### src/rtl/stream_demux_1to2.sv
// -----------------------------------------------------------------------------
// stream_demux_1to2
//
// Packet-aware 1-to-2 stream demultiplexer with valid/ready handshaking.
//
// Routing rules:
//   - The destination of a packet is taken from `selection` on its first beat.
//   - The channel is then locked until the beat carrying in_last is accepted,
//     so a packet is never split across channels.
//
// Buffering:
//   - Each output channel has a single register (data, last, valid).
//   - The Y/last/valid outputs are driven straight from that register.
//   - Accepted beats appear on the chosen channel one cycle after acceptance.
//   - Each channel drains on its own, even while the input is routed to the
//     other channel.
//
// Ports:
//   clk                 rising-edge clock
//   reset               synchronous, active-high reset
//   I [WIDTH-1:0]       input beat data
//   in_last             input beat is the last of its packet
//   in_valid            input beat present
//   in_ready            block accepts the input beat this cycle
//   selection           destination of the next packet (0 = ch0, 1 = ch1)
//   Y0/Y1 [WIDTH-1:0]   channel output data
//   y0_last/y1_last     channel output last-beat flag
//   y0_valid/y1_valid   channel output beat present
//   y0_ready/y1_ready   channel downstream accepts
//   beats0/beats1       16-bit wrapping count of beats routed to each channel
// -----------------------------------------------------------------------------
module stream_demux_1to2 #(
    parameter int WIDTH = 8
) (
    input  logic             clk,
    input  logic             reset,

    input  logic [WIDTH-1:0] I,
    input  logic             in_last,
    input  logic             in_valid,
    output logic             in_ready,
    input  logic             selection,

    output logic [WIDTH-1:0] Y0,
    output logic             y0_last,
    output logic             y0_valid,
    input  logic             y0_ready,

    output logic [WIDTH-1:0] Y1,
    output logic             y1_last,
    output logic             y1_valid,
    input  logic             y1_ready,

    output logic [15:0]      beats0,
    output logic [15:0]      beats1
);

    typedef enum logic [1:0] {
        IDLE  = 2'd0,
        LOCK0 = 2'd1,
        LOCK1 = 2'd2
    } state_t;

    state_t state;

    logic target;     // channel the current/next input beat goes to
    logic tgt_free;   // target register can take a beat this cycle
    logic drain0;
    logic drain1;
    logic accept;
    logic load0;
    logic load1;

    // Target selection.
    //   - Live `selection` is used only between packets.
    //   - Inside a packet the locked channel wins.
    // NOTE: every signal assigned in always_comb gets a default first, so no
    // path through the block can leave it unassigned and infer a latch.
    always_comb begin
        target = selection;
        case (state)
            IDLE:    target = selection;
            LOCK0:   target = 1'b0;
            LOCK1:   target = 1'b1;
            default: target = selection;
        endcase
    end

    assign drain0 = y0_valid & y0_ready;
    assign drain1 = y1_valid & y1_ready;

    // A full register can still take a beat if it is emptying this cycle.
    // Only downstream ready and register state feed in_ready; in_valid
    // never does.
    assign tgt_free = target ? (~y1_valid | y1_ready)
                             : (~y0_valid | y0_ready);

    assign in_ready = ~reset & tgt_free;
    assign accept   = in_valid & in_ready;
    assign load0    = accept & ~target;
    assign load1    = accept &  target;

    // FSM, channel registers and beat counters share one clocked block.
    // NOTE: sequential state uses non-blocking assignments so every register
    // samples pre-edge values, independent of statement order.
    always_ff @(posedge clk) begin
        if (reset) begin
            state    <= IDLE;
            Y0       <= '0;
            y0_last  <= 1'b0;
            y0_valid <= 1'b0;
            Y1       <= '0;
            y1_last  <= 1'b0;
            y1_valid <= 1'b0;
            beats0   <= 16'd0;
            beats1   <= 16'd0;
        end else begin
            // Packet framing: lock on a non-last first beat,
            // release on the last beat.
            if (accept) begin
                if (in_last) begin
                    state <= IDLE;
                end else begin
                    state <= target ? LOCK1 : LOCK0;
                end
            end

            // Channel 0.
            // A load takes priority over a drain, so a same-cycle
            // drain+load keeps valid high with the new beat.
            if (load0) begin
                Y0       <= I;
                y0_last  <= in_last;
                y0_valid <= 1'b1;
                beats0   <= beats0 + 16'd1;
            end else if (drain0) begin
                y0_valid <= 1'b0;
            end

            // Channel 1.
            if (load1) begin
                Y1       <= I;
                y1_last  <= in_last;
                y1_valid <= 1'b1;
                beats1   <= beats1 + 16'd1;
            end else if (drain1) begin
                y1_valid <= 1'b0;
            end
        end
    end

endmodule
### config.mk
export PLATFORM = sky130hd
export DESIGN_NAME = stream_demux_1to2
export DESIGN_NICKNAME = d
export VERILOG_FILES = /design/src/rtl/stream_demux_1to2.sv
export SDC_FILE = /design/constraint.sdc
export NUM_CORES = 1
export LEC_CHECK = 0
export CORE_MARGIN = 5
export CORE_UTILIZATION = 50
export CTS_CLUSTER_SIZE = 8
export DETAILED_ROUTE_END_ITERATION = 8
export DONT_BUFFER_PORTS = 1
export MAX_ROUTING_LAYER = met4
export PLACE_DENSITY = 0.67
export SLEW_MARGIN = 25
export SYNTH_ARGS = -nofsm -noshare
export SYNTH_HDL_FRONTEND = slang
export SYNTH_SLANG_ARGS = --single-unit
### constraint.sdc
create_clock -name clk -period 5.4 [get_ports clk]
set_input_delay 0.27 -clock clk [delete_from_list [all_inputs] [get_ports clk]]
set_output_delay 0.27 -clock clk [all_outputs]
set_load 0.02 [all_outputs]
======== Yosys cells after proc, flatten, opt, wreduce, memory -nomap -nowiden ========
Index checks and enable logic that the tools add are counted.
word-level totals
  register bits after elaboration ......... 54
  input port bits ......................... 15
  output and inout port bits .............. 53
  logic and storage cells ................. 35
operators by class
  $add $sub $neg .......................... 2
  equal/unequal tests ..................... 2
  multiplexer cells ....................... 8
  bitwise gates (word level) .............. 12
  reductions and logical operators ........ 2
operators by type and width
  kind                                                              count
  16-bit by 1-bit adder with 16-bit output (second input constant)  2
  1-bit AND                                                         6
  1-bit two-way mux                                                 5
  2-bit two-way mux                                                 2
  1-bit NOT                                                         4
  2-bit nonzero test                                                2
  2-bit by 1-bit == test with 1-bit output (second input constant)  1
  2-bit == test (second input constant)                             1
  1-bit bitwise OR                                                  2
  1-bit one-hot mux with 2 select lines                             1

======== Longest topological paths before layout ========
Gate-level depths: netlist of the first run.
  word-level depth ........................ 7
  gate-level depth with buffers ........... 8
  gate-level depth less buffers ........... 6

======== Worst setup path after synthesis of the first run ========
OpenSTA, ideal clock, no wires.
  path type ............................... reg2reg
  from .................................... reg state[0]
  to ...................................... reg beats0[6]
  setup time .............................. 0.115 ns
  arrival ................................. 1.749 ns
  data required time ...................... 5.285 ns
  setup slack ............................. 3.536 ns
  stages on the path, launching flop included .. 8
  path buffers ............................ 1
  clock period less this slack ............ 1.864 ns
  cell sequence ........................... dfxtp_1 inv_1 ha_1 mux2i_2 nand3_2 buf_2 o31a_1 o21ba_1
on the way
  cells in the longest elaborated chain, start to end .. 6
  elaborated cells on any way between the ends .. 8
  classes of those cells .................. 2 x eq/ne; 2 x mux; 4 x bitwise
RTL lines
  item                                                                              RTL line  RTL
  from (decl)                                                                       64        state_t state;
  from (signal assigned)                                                            124       state <= target ? LOCK1 : LOCK0;
  2-bit == test / 2-bit by 1-bit == test with 1-bit output (equally long branches)  81        case (state)
  1-bit one-hot mux with 2 select lines (*)                                         81
  1-bit two-way mux                                                                 95        assign tgt_free = target ? (~y1_valid | y1_ready)
  1-bit AND                                                                         98        assign in_ready = ~reset & tgt_free;
  1-bit AND                                                                         99        assign accept = in_valid & in_ready;
  1-bit AND (*)                                                                     100       assign load0 = accept & ~target;
  to (signal assigned)                                                              135       beats0 <= beats0 + 16'd1;
  to (decl)                                                                         54        output logic [15:0] beats0,
Mark *: on every way between the ends. The rest lies on a longest branch, timed or not.
A chain may end at the register's enable or synchronous reset.

======== Final worst setup path of the first run ========
  from .................................... reg state[0]
  to ...................................... reg beats0[14]
Same word-level chain as after synthesis.

==> metrics.md, run 1 <==
| Metric | Value |
|---|---|
| Vias post-DR | `1,940` |
| Worst r2r src | `state[0]$_SDFFE_PP0N_` |
| Starting Density | `0.513` |
| RSZ-0062 raised after global routing | `no` |
| Yosys cell types | `39` |
| Net Count, Synth | `296` |
| Layout Utilization | `0.538` |
| Placed Cells | `318` |
| WS Path Type | `flip-flop to flip-flop` |
| Clk pin slew, worst setup/hold paths | `0.11 ns` |
| # setup viols final | `0` |
| Drt drc | `0` |
| Clock Tree Buf Depth | `2` |
| Hold WC Path Type | `input pin to flip-flop` |
| Outcome | `complete, no violations` |
| Max_slew headroom | `0.509` |
| Clock root buffer | `clkbuf_8` |
| Layout cell share with drive strength beyond 1 | `0.0657` |
| IO Count | `about 70` |
| Static leakage | `0.000862 uW` |
| DR WL/cell | `16.2 um` |
| CTS tree | `built` |
| Mapped Area | `2410 um2` |
| PortBufs | `0` |
| Row count | `25` |
| Worst-Skew Late Latency | `0.31 ns` |
| Sink Count | `between 50 and 60` |
| Final Hold Fails | `0` |
| Syn. warnings | `0` |
| Total power divided by cell area | `275 nW/um2` |
| CTS Buf Count | `5` |
| Post-Layout Cell Count | `328` |
| Overflow after GRT | `0` |
| Total track usage | `0.178` |
| Crit path from | `state[0]$_SDFFE_PP0N_` |
| Largest net degree at the start of global routing | `63` |
| Fraction of registers with async set/reset | `0` |
| Setup slack, reg-to-reg | `3.06 ns` |
| Most frequent cells in the layout | `dfxtp_1, nand2_1, a21oi_1, nor2_1` |
| Part of the Yosys area used for sequential elements | `0.449` |
| Die height | `approximately 79 um` |
| Synth Register Bits | `54` |
| Mapped Cells | `278` |
| Crit end category | `flip-flop` |
| Routability congestion estimate | `0.817` |
| Vias in the first global route | `1,751` |
| Placed wire-length estimate | `3590 um` |
| Final nets | `between 200 and 300` |
| H-tree depth | `2` |
| Commonest non-fill, non-tap cell in the layout | `dfxtp_1` |
| Crit start category | `flip-flop` |
| Avg Cell Area, Syn | `8.65 um2` |
| Core area | `4690 um2` |
| Final Cycle Share | `0.433` |
| Max Fclk | `roughly 430 MHz` |
| Drt first pass iters | `4` |
| Post-route ant nets | `0` |
| Vias per Instance | `5.91` |
| Maximum VDD drop | `between 0.1 and 0.15 mV` |
| Final WL | `5310 um` |
| HP Start | `reset` |
| CTS resizes | `0` |
| DIE WIDTH | `79.4 um` |
| P&R area growth vs syn | `4.84%` |
| DRT iter0 DRCs | `98` |
| Initial antenna violation count | `0` |
| Least-Margin Pin Slew | `0.732 ns` |
| N_diodes | `0` |
| Slew Viols, Final | `0` |
| Setup TNS | `0 ns` |
| Crit path max fanout | `23` |
| Post-synth EDFFs | `0` |
| Die Area | `6300 um2` |
| Worst Clk Skew | `0.00591 ns` |
| Max-cap violations | `0` |
| Critical Path AT | `2.59 ns` |
| First-pass GRT wire length | `roughly 8700 um` |
| Req. time, crit path | `between 5 and 6 ns` |
| Top FF cell, synth | `dfxtp_1` |
| Fin crit period | `2.34 ns` |
| Final Power | `695 uW` |
-- worst paths after layout --
kind                             endpoint  cells after the start
hold reg to reg     state[0]$_SDFFE_PP0N_                      2
setup / recovery  beats0[14]$_SDFFE_PP0P_                      6
setup reg to reg  beats0[14]$_SDFFE_PP0P_                      6
hold / removal    beats0[13]$_SDFFE_PP0P_                      1
-- sequential cells by signal (all words and copies together) (netlist names) --
register and cells:
y0_valid 1, y1_valid 1, Y0 8, Y1 8, state 2, beats0 16
y1_last 1, y0_last 1, beats1 16
-- cells in the mapped netlist, types with 6 or more instances --
master	instances	area, um2
dfxtp_1	54	1080
nand2_1	48	180
a21oi_1	39	195
nor2_1	16	60.1
o31ai_1	10	75.1
or4_1	10	75.1
nand3_1	9	45.0
nand4_1	9	56.3
and3_1	7	43.8
clkbuf_1	6	22.5
-- critical path: stages, from the launching register on --
cell	delay (ns)
dfxtp_1	0.34
inv_1	0.04
ha_1	0.33
mux2i_2	0.36
nand3_2	0.43
or4_1	0.62
a21oi_1	0.15
-- final cells by class --
class | instances | area, um2
fill | 466 | 2170
inverter | 4 | 15.0
timing repair buffer | 2 | 20.0
clock inverter | 3 | 26.3
tap | 54 | 67.6
multi-input combinational | 206 | 1240
sequential | 54 | 1080
clock buffer | 5 | 68.8
-- routing by layer --
metal,wire (um),global-route usage,vias to the layer above
li1,-,-,987
met1,2270,0.213,895
met2,2480,0.272,51
met3,490,0.0734,7
met4,72,0.0619,0
met5,0,-,-
-- kinds of logic (layout without fill, tap and decap cells) --
kind of cell | after synthesis | count (layout) | synth area share
simple gates | 130 | 130 | 0.298
compound gates | 58 | 58 | 0.138
xor+xnor | 7 | 7 | 0.0255
buf+inv | 18 | 14 | 0.0338
mux | 8 | 8 | 0.0395
flops | 54 | 54 | 0.449
fa+ha+maj | 3 | 3 | 0.0156
-- power breakdown --
part           switching [uW]  leakage [uW]  internal (uW)
combinational            20.5      0.000376           11.4
clock                     146     0.0000495           96.7
sequential               14.2      0.000437            405
-- stage by stage --
stage | instance area (um2) | setup slack [ns] | hold WS, ns
6_report | 2520 | 3.06 | 0.00925
3_5_place_dp | 2410 | 3.08 | 0.347
3_3_place_gp | 2410 | 3.14 | 0.347
5_1_grt | 2520 | 2.79 | -0.000267
2_1_floorplan | 2410 | 3.54 | 0.406
4_1_cts | 2500 | 3.04 | 0.000906
-- timing repair --
item / in CTS / in global routing
setup buffers: 0 / 0
endpoints found under the hold margin: 0 / 10
hold buffers: 0 / 2
No activity file was read; power rests on OpenSTA's default activity.
==> inputs of run 2 (changes only) <==
Clock period 5.4 ns to 2.4 ns, I/O delays scaled along.
==> run 2 against run 1 <==
Against the previous run: power up 140%; die area unchanged; first-iteration DRC count down 18%; clock skew about the same; combinational power rose to 3.4 times the previous value; sequential power up 120%; via count up 4.6%; setup slack worse by 2.8 ns; critical endpoint is now beats0[10]$_SDFFE_PP0P_; largest power group unchanged.
==> metrics.md, run 2 (synthesis gave the netlist of run 1 again) <==
| Metric | Value |
|---|---|
| Multi-input gate area | `approximately 1200 um2` |
| Final Cycle Share | `0.881` |
| Hold path depth | `2` |
| CTS tree | `built` |
| Worst r2r path cells | `6` |
| Total track usage | `0.186` |
| Outcome | `complete, no violations` |
| H-tree depth | `2` |
| Crit start category | `flip-flop` |
| Crit path max fanout | `10` |
| Die height | `between 70 and 80 um` |
| First-pass GRT wire length | `9070 um` |
| Critical Path AT | `2.35 ns` |
| Final nets | `310` |
| Largest net degree at the start of global routing | `48` |
| Critical path's top delay family | `simple AND/OR/NAND/NOR gates` |
| RSZ-0062 raised after global routing | `no` |
| Filler cells | `412` |
| Slowest CP cell | `or4_1` |
| Vias post-DR | `2,030` |
| Vias per Instance | `5.85` |
| Max-cap violations | `0` |
| Fin crit period | `2.11 ns` |
| Starting Density | `0.513` |
| Vias in the first global route | `1,868` |
| Die Area | `6300 um2` |
| Maximum VDD drop | `0.391 mV` |
| DIE WIDTH | `about 79 um` |
| Biggest regs | `beats0: 16 flops, beats1: 16 flops` |
| Req. time, crit path | `between 2 and 3 ns` |
| Clock root buffer | `clkbuf_8` |
| Final Hold Fails | `0` |
| Initial antenna violation count | `0` |
| PortBufs | `0` |
| Least-Margin Pin Slew | `0.583 ns` |
| Placed wire-length estimate | `~3600 um` |
| Row count | `25` |
| Hold WC Path Type | `input pin to flip-flop` |
| Setup TNS | `0 ns` |
| Reg-to-Reg End | `beats0[10]$_SDFFE_PP0P_` |
| HP Start | `reset` |
| DR WL/cell | `15.6 um` |
| Post-route ant nets | `0` |
| Layout cell share with drive strength beyond 1 | `0.102` |
| Core area | `4690 um2` |
| Overflow after GRT | `0` |
| Final instance area | `2710 um2` |
| Worst hold endpoint | `beats1[5]$_SDFFE_PP0P_` |
| Post-DP Area | `2490 um2` |
| Worst-Skew Late Latency | `0.30 ns` |
| Drt first pass iters | `4` |
| Post-CTS setup buffer count | `0` |
| P&R area growth vs syn | `12.8%` |
| Commonest non-fill, non-tap cell in the layout | `dfxtp_1` |
| Max_slew headroom | `0.610` |
| Worst path buffer plus inverter count | `1` |
| WHS | `a little over 0.006 ns` |
| Worst r2r src | `state[0]$_SDFFE_PP0N_` |
| Setup slack, reg-to-reg | `0.29 ns` |
| Drt drc | `0` |
| # setup viols final | `0` |
| Total power divided by cell area | `613 nW/um2` |
| Clk pin slew, worst setup/hold paths | `~0.1 ns` |
| DRT iter0 DRCs | `80` |
| Sequential cell area | `1080 um2` |
| Slew Viols, Final | `0` |
| Worst-path cell chain | `inv_1 -> ha_1 -> mux2i_2 -> nand3_2 -> or4_1 -> a21oi_1` |
| Static leakage | `approximately 0.00096 uW` |
| Slowest cell delay on critical path | `0.55 ns` |
| Sink Count | `54` |
| N_diodes | `0` |
| Most frequent cells in the layout | `dfxtp_1, nand2_1, a21oi_1, nor2_1, buf_4` |
| Routability congestion estimate | `around 0.76` |
| Final WL | `5410 um` |
| IO Count | `68` |
| Worst Clk Skew | `0.00564 ns` |
| Clock Tree Buf Depth | `2` |
| WS Path Type | `flip-flop to flip-flop` |
| Max Fclk | `between 400 and 500 MHz` |
| CTS Buf Count | `5` |
| Crit end category | `flip-flop` |
==> run 2: cell count changes in the layout (fill, tap and decap cells not counted), sizes merged <==
cell	before	now
bufinv	0	1
buf	0	12
clkinvlp	0	2
dlygate4sd3	2	9
inv	7	4
==> run 2: area by class of cell <==
cell class                 instances  share of cell area
tap                               54              0.0249
multi-input combinational        206               0.458
clock buffer                       5              0.0254
clock inverter                     3              0.0166
timing repair buffer              21              0.0710
inverter                           4             0.00553
sequential                        54               0.398
==> run 2: power breakdown <==
part / leakage [uW] / internal [uW] / switching, uW
Clock: 0.0000504 / 311 / 304
Sequential: 0.000437 / 912 / 28.5
Combinational: 0.000471 / 44.0 / 63.7
Total: 0.000958 / 1270 / 396
==> run 2: worst reg2reg max path, delay by kind of cell, from the launching register on <==
kind	cells	cell delay, ns
flops	1	0.34
fa+ha+maj	1	0.34
compound gates	1	0.16
simple gates	2	0.80
buf+inv	1	0.05
mux	1	0.36
==> run 2: repair_timing <==
action	CTS	global route
gates resized for setup	0	0
hold buffers	10	0
endpoints found under the hold margin	47	0
==> run 2: through the flow <==
stage               cells  utilization  setup slack, ns  total power (uW)
finish                347        0.578            0.287              1660
CTS                   347        0.578            0.285              1680
detailed placement    329        0.531            0.328              1040
global route          347        0.578            0.146              1740
floorplan             278            -            0.536              1030
global placement      329        0.531            0.407              1040
==> run 2: layer usage <==
| layer | GRT usage | share of wire | vias up |
|---|---|---|---|
| li1 | - | - | 1029 |
| met5 | - | 0 | - |
| met2 | 0.295 | 0.46 | 45 |
| met1 | 0.230 | 0.46 | 950 |
| met3 | 0.0576 | 0.064 | 6 |
| met4 | 0.0515 | 0.011 | 0 |
==> run 2: worst max-delay path by stage <==
stage                     startpoint                       to  slack, ns  cells past startpoint
2_1_floorplan  state[0]$_SDFFE_PP0N_   beats0[6]$_SDFFE_PP0P_       0.54                      7
4_1_cts        state[0]$_SDFFE_PP0N_  beats0[10]$_SDFFE_PP0P_       0.29                      6
6_report       state[0]$_SDFFE_PP0N_  beats0[10]$_SDFFE_PP0P_       0.29                      6
3_3_place_gp   state[0]$_SDFFE_PP0N_  beats0[12]$_SDFFE_PP0P_       0.41                      6
3_5_place_dp   state[0]$_SDFFE_PP0N_  beats0[10]$_SDFFE_PP0P_       0.33                      6
5_1_grt        state[0]$_SDFFE_PP0N_  beats0[10]$_SDFFE_PP0P_       0.15                      6
==> inputs of run 3 (changes only) <==
Settings changed: CORE_MARGIN 5 to not set.
==> run 3 against run 2 <==
Against the previous run: the run now ends with DRC left; via count is 1.1% higher; global-route usage is 3.9 points higher; maximum frequency is 0.67% higher; die area is 19% lower; final area hardly changed; critical path depth stayed put; register-to-register slack hardly changed; flip-flop and latch count stayed put; sequential share of layout area hardly changed; critical path type unchanged.
==> metrics.md, run 3 (synthesis gave the netlist of run 1 again) <==
| Metric | Value |
|---|---|
| Max_slew headroom | `0.614` |
| Vias in the first global route | `between 1,500 and 2,000` |
| Final WL | `~5300 um` |
| Crit end category | `flip-flop` |
| # setup viols final | `0` |
| Final Cycle Share | `0.875` |
| Hold WC Path Type | `input pin to flip-flop` |
| Max-cap violations | `0` |
| WS Path Type | `flip-flop to flip-flop` |
| Max Fclk | `476 MHz` |
| Row count | `24` |
| RSZ-0062 raised after global routing | `no` |
| Drt drc | `3` |
| CTS resizes | `0` |
| Total power divided by cell area | `about 600 nW/um2` |
| P&R area growth vs syn | `12.7%` |
| Largest net degree at the start of global routing | `49` |
| CTS tree | `built` |
| Setup slack after layout | `0.301 ns` |
| Worst Clk Skew | `between 0.006 and 0.007 ns` |
| Crit path max fanout | `11` |
| Failing checks | `DRC` |
| Die Area | `5090 um2` |
| Routability congestion estimate | `0.694` |
| Crit start category | `flip-flop` |
| Final Power | `1670 uW` |
| Most frequent cells in the layout | `dfxtp_1, nand2_1, a21oi_1, nor2_1, buf_4` |
| Fin crit period | `2.10 ns` |
| Initial antenna violation count | `0` |
| Drt first pass iters | `6` |
| Maximum VDD drop | `0.375 mV` |
| PortBufs | `0` |
| DRT iter0 DRCs | `roughly 160` |
| Setup Slack @ Placement | `0.331 ns` |
| Layout cell share with drive strength beyond 1 | `0.102` |
| CTS Buf Count | `5` |
| Vias per Instance | `5.95` |
| Layout Utilization | `0.606` |
| Post-CTS setup buffer count | `0` |
| First-pass GRT wire length | `a little under 9000 um` |
| Least-Margin Pin Slew | `0.576 ns` |
| Critical Path AT | `2.35 ns` |
| Final Hold Fails | `0` |
| Placed wire-length estimate | `3330 um` |
| Overflow after GRT | `0` |
| DR WL/cell | `15.2 um` |
| Core area | `4470 um2` |
| IO Count | `68` |
| Worst-path cell chain | `inv_1 -> ha_1 -> mux2i_2 -> nand3_2 -> or4_1 -> a21oi_1` |
| N_diodes | `0` |
| Post-route ant nets | `0` |
| Die height | `~70 um` |
| Setup TNS | `0 ns` |
| Biggest regs | `beats0: 16 flops, beats1: 16 flops` |
| Slew Viols, Final | `0` |
| Outcome | `finished, violations left` |
| Static leakage | `roughly 0.00096 uW` |
| Req. time, crit path | `2.65 ns` |
| Clk pin slew, worst setup/hold paths | `around 0.1 ns` |
| Final nets | `between 300 and 400` |
| Clock Tree Buf Depth | `2` |
| Commonest non-fill, non-tap cell in the layout | `dfxtp_1` |
| WHS | `0.00819 ns` |
| Starting Density | `0.538` |
| CTS Hold Buffers Added | `10` |
| Total track usage | `0.225` |
| H-tree depth | `2` |
| Sink Count | `54` |
| Slowest CP cell | `or4_1` |
| Clock root buffer | `clkbuf_8` |
| DIE WIDTH | `approximately 70 um` |
| Vias post-DR | `around 2,000` |
| Slowest cell delay on critical path | `~0.56 ns` |
| Worst-Skew Late Latency | `0.31 ns` |
run 3: area by class of cell:
cell class | instances | area [um2]
clock inverter | 3 | 45.0
timing repair buffer | 21 | 193
fill | 413 | 1760
tap | 52 | 65.1
inverter | 4 | 15.0
clock buffer | 5 | 68.8
sequential | 54 | 1080
multi-input combinational | 206 | 1240
run 3: worst paths after layout:
check                       endpoint  depth (start not counted)                   from  slack (ns)
max          beats0[12]$_SDFFE_PP0P_                          6  state[0]$_SDFFE_PP0N_        0.30
max reg2reg  beats0[12]$_SDFFE_PP0P_                          6  state[0]$_SDFFE_PP0N_        0.30
min           beats0[4]$_SDFFE_PP0P_                          2                  reset       0.008
min reg2reg    state[0]$_SDFFE_PP0N_                          2  state[0]$_SDFFE_PP0N_        0.47
run 3: critical path: cells and delay by family, from the launching register on:
family                     cells  cell delay, ns
AOI/OAI and AO/OA              1            0.15
adders and majority gates      1            0.33
buffers and inverters          1            0.04
and+or+nand+nor                2            0.82
DFF                            1            0.34
muxes                          1            0.36
run 3: report_power, final:
part | internal [uW] | switching [uW] | total [uW]
Combinational | 43.8 | 63.4 | 107
Clock | 310 | 310 | 621
Sequential | 912 | 28.2 | 940
Total | 1270 | 402 | 1670
run 3: metal layers:
metal / track usage / wire (um) / part of all wire
met1: 0.285 / 2470 / 0.47
met4: 0.0667 / 60 / 0.011
met5: - / 0 / 0
met2: 0.342 / 2420 / 0.46
met3: 0.0774 / 315 / 0.060
run 3: per-stage QoR:
step	area (um2)	instances
after floorplan	2410	278
after global placement	2490	327
after detailed placement	2490	327
after CTS	2710	345
after global routing	2710	345
final	2710	345
